## src/rtl/muldiv_seq.sv

```systemverilog
// muldiv_seq: sequencing FSM that launches the multiplier or divider and commits HI/LO
module muldiv_seq #(
  parameter int TIMEOUT = 40
) (
  input  logic clk_i,
  input  logic rst_i,
  input  logic start_i,
  input  logic op_i,
  input  logic mult_done_i,
  input  logic div_done_i,
  input  logic div_zero_i,
  output logic mult_start_o,
  output logic div_start_o,
  output logic hi_write_o,
  output logic lo_write_o,
  output logic sel_div_o,
  output logic busy_o,
  output logic done_o,
  output logic div0_excp_o,
  output logic timeout_o
);
  localparam int CW = $clog2(TIMEOUT + 1);
  typedef enum logic [2:0] {IDLE, LAUNCH, WAIT, WRITE, FIN, ERR} state_e;
  state_e state_q, state_d;
  logic op_q;
  logic cause_q;
  logic [CW-1:0] cnt_q;
  logic hit_zero, hit_done, expired;
  assign hit_zero = op_q & div_zero_i;
  assign hit_done = op_q ? div_done_i : mult_done_i;
  assign expired = cnt_q == CW'(TIMEOUT - 1);
  // State, captured op, timeout counter (saturating) and error cause
  always_ff @(posedge clk_i) begin
    if (rst_i) begin
      state_q <= IDLE;
      op_q <= 1'b0;
      cnt_q <= '0;
      cause_q <= 1'b0;
    end else begin
      state_q <= state_d;
      op_q <= (state_q == IDLE && start_i) ? op_i : op_q;
      cnt_q <= state_q == LAUNCH ? '0 :
               (state_q == WAIT && cnt_q != CW'(TIMEOUT)) ? cnt_q + 1'b1 : cnt_q;
      cause_q <= state_q == WAIT ? hit_zero : cause_q;
    end
  end
  // Next state: divide-by-zero beats done, and done beats the timeout
  always_comb begin
    state_d = state_q;
    case (state_q)
      IDLE:    state_d = start_i ? LAUNCH : IDLE;
      LAUNCH:  state_d = WAIT;
      WAIT:    state_d = hit_zero ? ERR : hit_done ? WRITE : expired ? ERR : WAIT;
      WRITE:   state_d = FIN;
      default: state_d = IDLE;
    endcase
  end
  // Outputs decoded purely from registered state
  always_comb begin
    busy_o = state_q != IDLE;
    sel_div_o = busy_o & op_q;
    mult_start_o = state_q == LAUNCH && !op_q;
    div_start_o = state_q == LAUNCH && op_q;
    hi_write_o = state_q == WRITE;
    lo_write_o = state_q == WRITE;
    done_o = state_q == FIN;
    div0_excp_o = state_q == ERR && cause_q;
    timeout_o = state_q == ERR && !cause_q;
  end
endmodule

```

## config.mk

```make
export PLATFORM = sky130hd
export DESIGN_NAME = muldiv_seq
export DESIGN_NICKNAME = d
export VERILOG_FILES = /design/src/rtl/muldiv_seq.sv
export SDC_FILE = /design/constraint.sdc
export NUM_CORES = 1
export LEC_CHECK = 0
export ABC_AREA = 1
export ABC_CLOCK_PERIOD_IN_PS = 2100
export BUFFER_PORTS_ARGS = -buffer_cell sky130_fd_sc_hd__buf_2
export CAP_MARGIN = 10
export CORE_AREA = 8 8 45 47
export DETAILED_ROUTE_END_ITERATION = 10
export DIE_AREA = 0 0 53 55
export HOLD_SLACK_MARGIN = 0.08
export PLACE_DENSITY = 0.8
export RECOVER_POWER = 25
export SYNTH_ARGS = -nofsm -noshare
export SYNTH_HDL_FRONTEND = slang
export SYNTH_SLANG_ARGS = --single-unit
```

## constraint.sdc

```tcl
create_clock -name clk_i -period 2.1 [get_ports clk_i]
set_input_delay 0.105 -clock clk_i [delete_from_list [all_inputs] [get_ports clk_i]]
set_output_delay 0.105 -clock clk_i [all_outputs]
set_load 0.05 [all_outputs]
```

After elaboration in Yosys (flattened, before gate mapping). Cells that the tools add are included.

Muxes and demuxes: 6. Equal/unequal tests: 7. Reductions and logical operators: 11. $mul: 0. Bitwise gates (word level): 2. Div/mod/pow operators: 0. Order comparisons: 0. Add/subtract/negate cells: 1. Shift operators: 0.

Operators with widths (number): case mux 3 bit (4 select lines) (1); 2-to-1 mux 3 bit (3); adder 6 x 1 -> 6 bit (second input constant) (1); == test 3 x 2 -> 1 bit (second input constant) (2); == test 3 bit (second input constant) (2); == test 6 bit (second input constant) (1); logical AND 1 bit (6); inequality test 6 bit (second input constant) (1); == test 3 x 1 -> 1 bit (second input constant) (1); zero test 3 bit (1); nonzero test 3 bit (1); bitwise AND 1 bit (2); zero test 1 bit (2); 2-to-1 mux 1 bit (2); OR reduction 2 bit (1).

Bits in latches: 0. RAM bits: 0. Bits in read-only memories: 0. Logic and storage cells: 31. Output and inout bits: 9. Memories kept: 0. Register bits after elaboration: 11.

Depth between registers and ports, before layout. Gate-level depths: netlist (run 1).

Depth after elaboration: 5. Depth in mapped cells: 7.

Worst setup path before layout (run 1). OpenSTA, ideal clock, no wires.

Kind: flip-flop to output port. Start: reg state_q[2]. End: out lo_write_o. Required time: 1.995 ns. Stages on the path, launching flop included: 5. Slack: 0.492 ns. Buffers on the path: 1. Data arrival time: 1.503 ns. Cell sequence: dfxtp_1 -> inv_2 -> nand2_1 -> nor2_1 -> buf_4.

Word-level cells in the longest chain between the ends: 1.

Ends and longest elaborated chain: start, declared (RTL line 24) `state_e state_q, state_d;`; start signal, assigned (RTL line 40) `state_q <= state_d;`; == test 3 x 2 -> 1 bit; end, declared (RTL line 15) `output logic lo_write_o,`.

No other way between the ends.

Final worst setup path (run 1).
Start: reg state_q[0]. End: out busy_o.

Word-level cells in the longest chain between the ends: 1.

Ends and longest elaborated chain: nonzero test 3 bit (RTL line 60) `busy_o = state_q != IDLE;`; end, declared (RTL line 17) `output logic busy_o,`.

No other way between the ends.

==> flow_summary.yaml, run 1 <==
run_status:
  status: "complete, no violations"
worst_setup_path:
  worst-path-max-fanout: 6
  worstPathArrival_ns: 1.39
  start_kind: "flip-flop"
  end_kind: "output port"
  crit_required_ns: 2.00
  crit_type: "reg2out"
power_and_ir_drop:
  powerDensity_nw_per_um2: 649
  vdd_drop_max_uv: 367
  power_leakage_nw: 0.346
  power.total_mw: 0.497
grt:
  grt_usage: 0.122
  antenna_found_initial: 0
  first_global_vias: 720
  grt_max_degree: 8
  grt-ovfl-total: 0
  grt_pass1_wl_um: 2730
cts:
  cts_hold_buf: 1
  h-tree-depth: 1
  clkTransAtPathRegs_ns: 0.08
  cts_tree: "yes"
  clkLatencyLatePin_ns: 0.26
  cts_buffers: 3
  cts-resized-gates: 0
  cts_buffer_depth: 2
  post_cts_buffers: 0
  cts_sinks: 11
  root_buffer: "clkbuf_4"
logic_synthesis:
  synth_seq_cells: 11
  syn_area_per_cell_um2: 6.56
  yosysMostFrequentCell: "nand2_1"
  ys.flop_type: "dfxtp_1"
  synthArstFlopShare: 0
  syn_nets: 107
  synth-seq-area-share: 0.342
  synthCells: 98
  synth_top_area_share: 0.342
  synthTopCellsByCount: "24 x nand2_1, 12 x inv_1, 11 x dfxtp_1, 10 x a21oi_1, 10 x nor2_1"
  synth_area_leaders: "dfxtp_1 34%, nand2_1 14%, a21oi_1 7.8%"
  synth_top_cell_by_area: "dfxtp_1"
  synth_warnings: 0
  syn_area_um2: 643
  ys_types: 19
  synth_edf_count: 0
timing:
  fmax_mhz: 667
  hold_viol_final: 0
  slew_headroom: 0.602
  max_slew.worst_pin.slew_ns: 0.600
  rsz0062_at_grt: "false"
  slew_viol_final: 0
  skew_ns: 0.000812
  fin_crit_sh: 0.714
  tns_ns: 0
  setup_viol: 0
  min_period_ns: 1.50
floorplanning:
  core-area_um2: 1380
  die_area_um2: 2920
  num_rows: 14
  initial_core_util: 0.465
  num_io_pins: 16
  die_y_um: 55
  fp.dieW_um: 53
drt:
  detail-route-antenna-nets: 0
  drt_first_iter_violations: 20
  first_pass_iters: 5
  wire_per_inst_um: 11.5
  vias_per_cell: 5.00
  num_vias: 665
  drc: 0
  routed_wl_um: 1530
cells_and_area:
  regArea_um2: 220
  num-nets-final: 127
  design_area_um2: 766
  multi_input_area_um2: 352
  area.growth.synth_to_final_pct: 19.1
  fillers: 143
  antennaDiodeCount: 0
  drive_gt1_frac: 0.222
place:
  port_buffers: 15
  dp_hpwl_um: 1190
  routabilityCongestion: 0.770
  placed_area_um2: 731
worst_hold_path:
  hold_path.class: "in2reg"
job:
  cap_violations: 0
-- layer usage --
| metal | up-vias | global-route usage | wire length [um] |
|---|---|---|---|
| met5 | - | 0 | 0 |
| met1 | 294 | 0.116 | 649 |
| met4 | 0 | 0.0474 | 12 |
| met2 | 17 | 0.230 | 800 |
| li1 | 352 | - | - |
| met3 | 2 | 0.0481 | 64 |
-- placed cells by master, fill, tap and decap left out --
master	n
ha_1	2
nor2_2	1
nand3_1	8
o21ai_2	1
inv_2	4
nor3_1	1
clkbuf_1	2
nand3_2	2
buf_2	14
clkbuf_4	3
nor2_1	10
dlygate4sd3_1	1
nand2_1	24
a21oi_1	10
nand3_4	1
o21ai_0	4
a31oi_1	1
inv_1	13
o21ai_1	1
dfxtp_1	11
nand4_1	2
o21bai_1	1
-- worst max-delay path, cell delays in order, from the launching register on --
cell and delay (ns):
dfxtp_1 0.39, inv_1 0.15, nand3_1 0.11, clkbuf_1 0.47
-- area by class of cell --
class / instances / share of cell area
Multi-Input combinational cell: 69 / 0.459
Sequential cell: 11 / 0.288
Inverter: 17 / 0.0833
Timing Repair Buffer: 16 / 0.109
Tap cell: 16 / 0.0261
Clock buffer: 4 / 0.0343
-- power by group --
group          switching, mW  internal, mW  total, mW
combinational         0.0831        0.0328      0.116
clock                 0.0766        0.0734      0.150
sequential            0.0121         0.219      0.231
-- cell families after synthesis --
family	count (synthesis)	share of synthesized area
buffers and inverters	18	0.111
AND/OR/NAND/NOR	49	0.356
AO/OA/AOI/OAI	18	0.152
flip-flops	11	0.342
adder cells (fa/ha/maj)	2	0.0389
-- stage by stage --
| stage | std cells | util | setup WS [ns] | hold slack, ns |
|---|---|---|---|---|
| after floorplan | 98 | - | 0.492 | 0.174 |
| after global placement | 128 | 0.528 | 0.886 | 0.310 |
| after detailed placement | 128 | 0.528 | 0.777 | 0.310 |
| after CTS | 133 | 0.554 | 0.730 | 0.123 |
| after global routing | 133 | 0.553 | 0.495 | 0.138 |
| final | 133 | 0.553 | 0.601 | 0.115 |
-- final timing paths --
path	start	end	slack, ns	cells after the start
setup / recovery	state_q[0]$_SDFF_PP0_	busy_o	0.60	3
hold / removal	op_i	op_q$_SDFFE_PP0P_	0.12	3
setup reg to reg	cnt_q[0]$_SDFFE_PP0P_	cnt_q[3]$_SDFFE_PP0P_	0.77	7
hold reg to reg	cnt_q[5]$_SDFFE_PP0P_	cnt_q[5]$_SDFFE_PP0P_	0.51	2
-- state kept, by name (all words and copies together), names as in the netlist --
register	count
cause_q	1
cnt_q	6
op_q	1
state_q	3
Note: power is estimated with default switching activity, not from simulation.
==> run 2: changes to the inputs <==
==> config.mk (replaced) <==
export PLATFORM = sky130hd
export DESIGN_NAME = muldiv_seq
export DESIGN_NICKNAME = d
export VERILOG_FILES = /design/src/rtl/muldiv_seq.sv
export SDC_FILE = /design/constraint.sdc
export NUM_CORES = 1
export LEC_CHECK = 0
export ABC_AREA = 0
export ABC_CLOCK_PERIOD_IN_PS = 1300
export BUFFER_PORTS_ARGS = -buffer_cell sky130_fd_sc_hd__buf_2
export CAP_MARGIN = 10
export CORE_MARGIN = 8
export CORE_UTILIZATION = 45
export DETAILED_ROUTE_END_ITERATION = 10
export HOLD_SLACK_MARGIN = 0.08
export PLACE_DENSITY = 0.78
export RECOVER_POWER = 25
export SYNTH_ARGS = -nofsm -noshare
export SYNTH_HDL_FRONTEND = slang
export SYNTH_SLANG_ARGS = --single-unit
==> constraint.sdc (replaced) <==
create_clock -name clk_i -period 1.3 [get_ports clk_i]
set_input_delay 0.065 -clock clk_i [delete_from_list [all_inputs] [get_ports clk_i]]
set_output_delay 0.065 -clock clk_i [all_outputs]
set_load 0.05 [all_outputs]
==> run 2 against run 1 <==
Against the previous run: the run now ends with negative setup slack left; largest power group is now combinational logic; power grew 100%; cell count increased by 0.75%; area after synthesis is 4.9% higher; highest routed layer unchanged; non-clock buffer count increased by 20; via count up 14%.
==> flow_summary.yaml, run 2 <==
run_status:
  status: "finished with violations"
  violations: "negative setup slack"
cts:
  cts_buffer_depth: 2
  clkLatencyLatePin_ns: 0.27
  clkTransAtPathRegs_ns: 0.07
  root_buffer: "clkbuf_4"
  cts_buffers: 3
  cts_sinks: 11
  cts_tree: "yes"
  h-tree-depth: 1
logic_synthesis:
  ys.flop_type: "dfxtp_1"
  synthArstFlopShare: 0
  synth_edf_count: 0
  syn_area_per_cell_um2: 8.13
  synthTopCellsByCount: "11 x dfxtp_1, 10 x nand2_1, 5 x a21oi_1, 5 x inv_1, 5 x nand3_1"
  synth-seq-area-share: 0.327
  ys_types: 34
  synth_top_cell_by_area: "dfxtp_1"
  synth_seq_cells: 11
  synthCells: 83
  synth_top_area_share: 0.327
  synth_warnings: 0
  syn_nets: 92
  synth_area_leaders: "dfxtp_1 33%, nand2_1 5.6%, mux2i_1 4.5%"
  yosysMostFrequentCell: "dfxtp_1"
  syn_area_um2: 674
drt:
  first_pass_iters: 4
  routed_wl_um: 2310
  num_vias: 756
  vias_per_cell: 5.64
  wire_per_inst_um: 17.2
  detail-route-antenna-nets: 0
  drt_first_iter_violations: 21
  drc: 0
grt:
  first_global_vias: 738
  grt-ovfl-total: 0
  grt_use_met1: 0.169
  gr-max-usage-layer: "met2"
  grt_pass1_wl_um: 3330
  antenna_found_initial: 0
  globalRouteMet3Util: 0.0353
  grt_max_degree: 9
  grtUsageMet2: 0.266
  grt_usage: 0.149
cells_and_area:
  final_cell_mix: "18 x buf_4, 9 x nand2_1, 6 x buf_2, 6 x buf_6, 5 x nand3_1"
  stdcell_count: 134
  fillers: 87
  num-nets-final: 128
  antennaDiodeCount: 0
  design_area_um2: 1140
  area.growth.synth_to_final_pct: 69.6
  largest_reg_flops: 6
  largest-register: "cnt_q"
  drive_gt1_frac: 0.568
  top_regs: "cnt_q (6), state_q (3)"
  layout_commonest_cell: "buf_4"
timing:
  setup_viol: 11
  max_slew.worst_pin.slew_ns: 0.291
  rsz0062_at_grt: "true"
  fin_crit_sh: 1.11
  hold_viol_final: 0
  min_period_ns: 1.44
  fmax_mhz: 695
  slew_headroom: 0.804
  slew_viol_final: 0
  setup_slack_ns: -0.139
  timing.hold.ws_ns: 0.168
  skew_ns: 0.00239
worst_setup_path:
  crit_path_max_incr_delay_ns: 0.50
  end_kind: "flip-flop"
  critPathBufInv: 0
  worst-path-max-fanout: 4
  worstPathArrival_ns: 1.62
  crit_type: "reg2reg"
  cp_slowest_cell: "or3b_2"
  crit_required_ns: 1.49
  crit_family: "simple AND/OR/NAND/NOR gates"
  crit_chain: "ha_4 -> nand2_1 -> or3b_2 -> a31oi_1"
  start_kind: "flip-flop"
worst_hold_path:
  hold_path.class: "in2reg"
floorplanning:
  die_area_um2: 2990
  num_io_pins: 16
  initial_core_util: 0.464
  die_y_um: 54.7
  core-area_um2: 1450
  fp.dieW_um: 54.7
  num_rows: 14
power_and_ir_drop:
  power_leakage_nw: 0.458
  power.total_mw: 1.01
  powerDensity_nw_per_um2: 883
  vdd_drop_max_uv: 625
place:
  dpl.cell_count: 119
  placed_area_um2: 828
  dp_slack_ns: -0.0912
  dp_hpwl_um: 1270
  routabilityCongestion: 0.837
  port_buffers: 15
job:
  cap_violations: 0
run 2: cell count changes after synthesis, moves of 5 or more:
cell	before	now
nand2_1	24	10
inv_1	12	5
nor2_1	10	4
a21oi_1	10	5
inv_2	5	0
run 2: cell families (layout without fill, tap and decap cells):
logic type / Yosys count / after routing / synth area share
fa+ha+maj: 2 / 2 / 0.0371
flops: 11 / 11 / 0.327
buf+inv: 10 / 45 / 0.0779
mux: 4 / 4 / 0.0612
simple gates: 41 / 41 / 0.358
compound gates: 15 / 15 / 0.139
run 2: worst min-delay path, delay by kind of cell:
family | cells | cell delay [ns]
compound gates | 2 | 0.22
buf+inv | 1 | 0.11
run 2: area by class of cell:
type	instances	area, um^2	area share
Tap cell	16	20.0	0.0175
Clock buffer	4	26.3	0.0230
Sequential cell	11	236	0.207
Multi-Input combinational cell	62	534	0.467
Inverter	5	18.8	0.0164
Timing Repair Buffer	36	308	0.269
run 2: what timing repair did:
item                                    4_1_cts  5_1_grt
pin swaps                                     5        6
hold buffers                                  3        0
setup buffers                                 3        5
endpoints found under the setup margin       17       20
gates resized for setup                      30       26
hold endpoints to repair                      3        0
run 2: layer usage:
metal	routed length, um	vias to the layer above
li1	-	365
met1	949	351
met2	1190	38
met3	150	2
met4	17	0
met5	0	-
run 2: final timing paths:
check / from / end / slack [ns] / depth (start not counted)
max: cnt_q[1]$_SDFFE_PP0P_ / state_q[0]$_SDFF_PP0_ / -0.14 / 4
min: div_done_i / state_q[0]$_SDFF_PP0_ / 0.17 / 3
max reg2reg: cnt_q[1]$_SDFFE_PP0P_ / state_q[0]$_SDFF_PP0_ / -0.14 / 4
min reg2reg: cnt_q[5]$_SDFFE_PP0P_ / cnt_q[5]$_SDFFE_PP0P_ / 0.49 / 2
run 2: metrics by stage:
step                setup TNS (ns)   util
floorplan                   -0.179      -
global placement           -0.0414  0.570
detailed placement          -0.367  0.570
CTS                         -0.311  0.697
global route                 -1.23  0.787
finish                      -0.690  0.787
run 2: power by group:
| group | switching (mW) | internal [mW] |
|---|---|---|
| sequential | 0.0206 | 0.355 |
| combinational | 0.211 | 0.187 |
| clock | 0.117 | 0.119 |
| total | 0.349 | 0.661 |
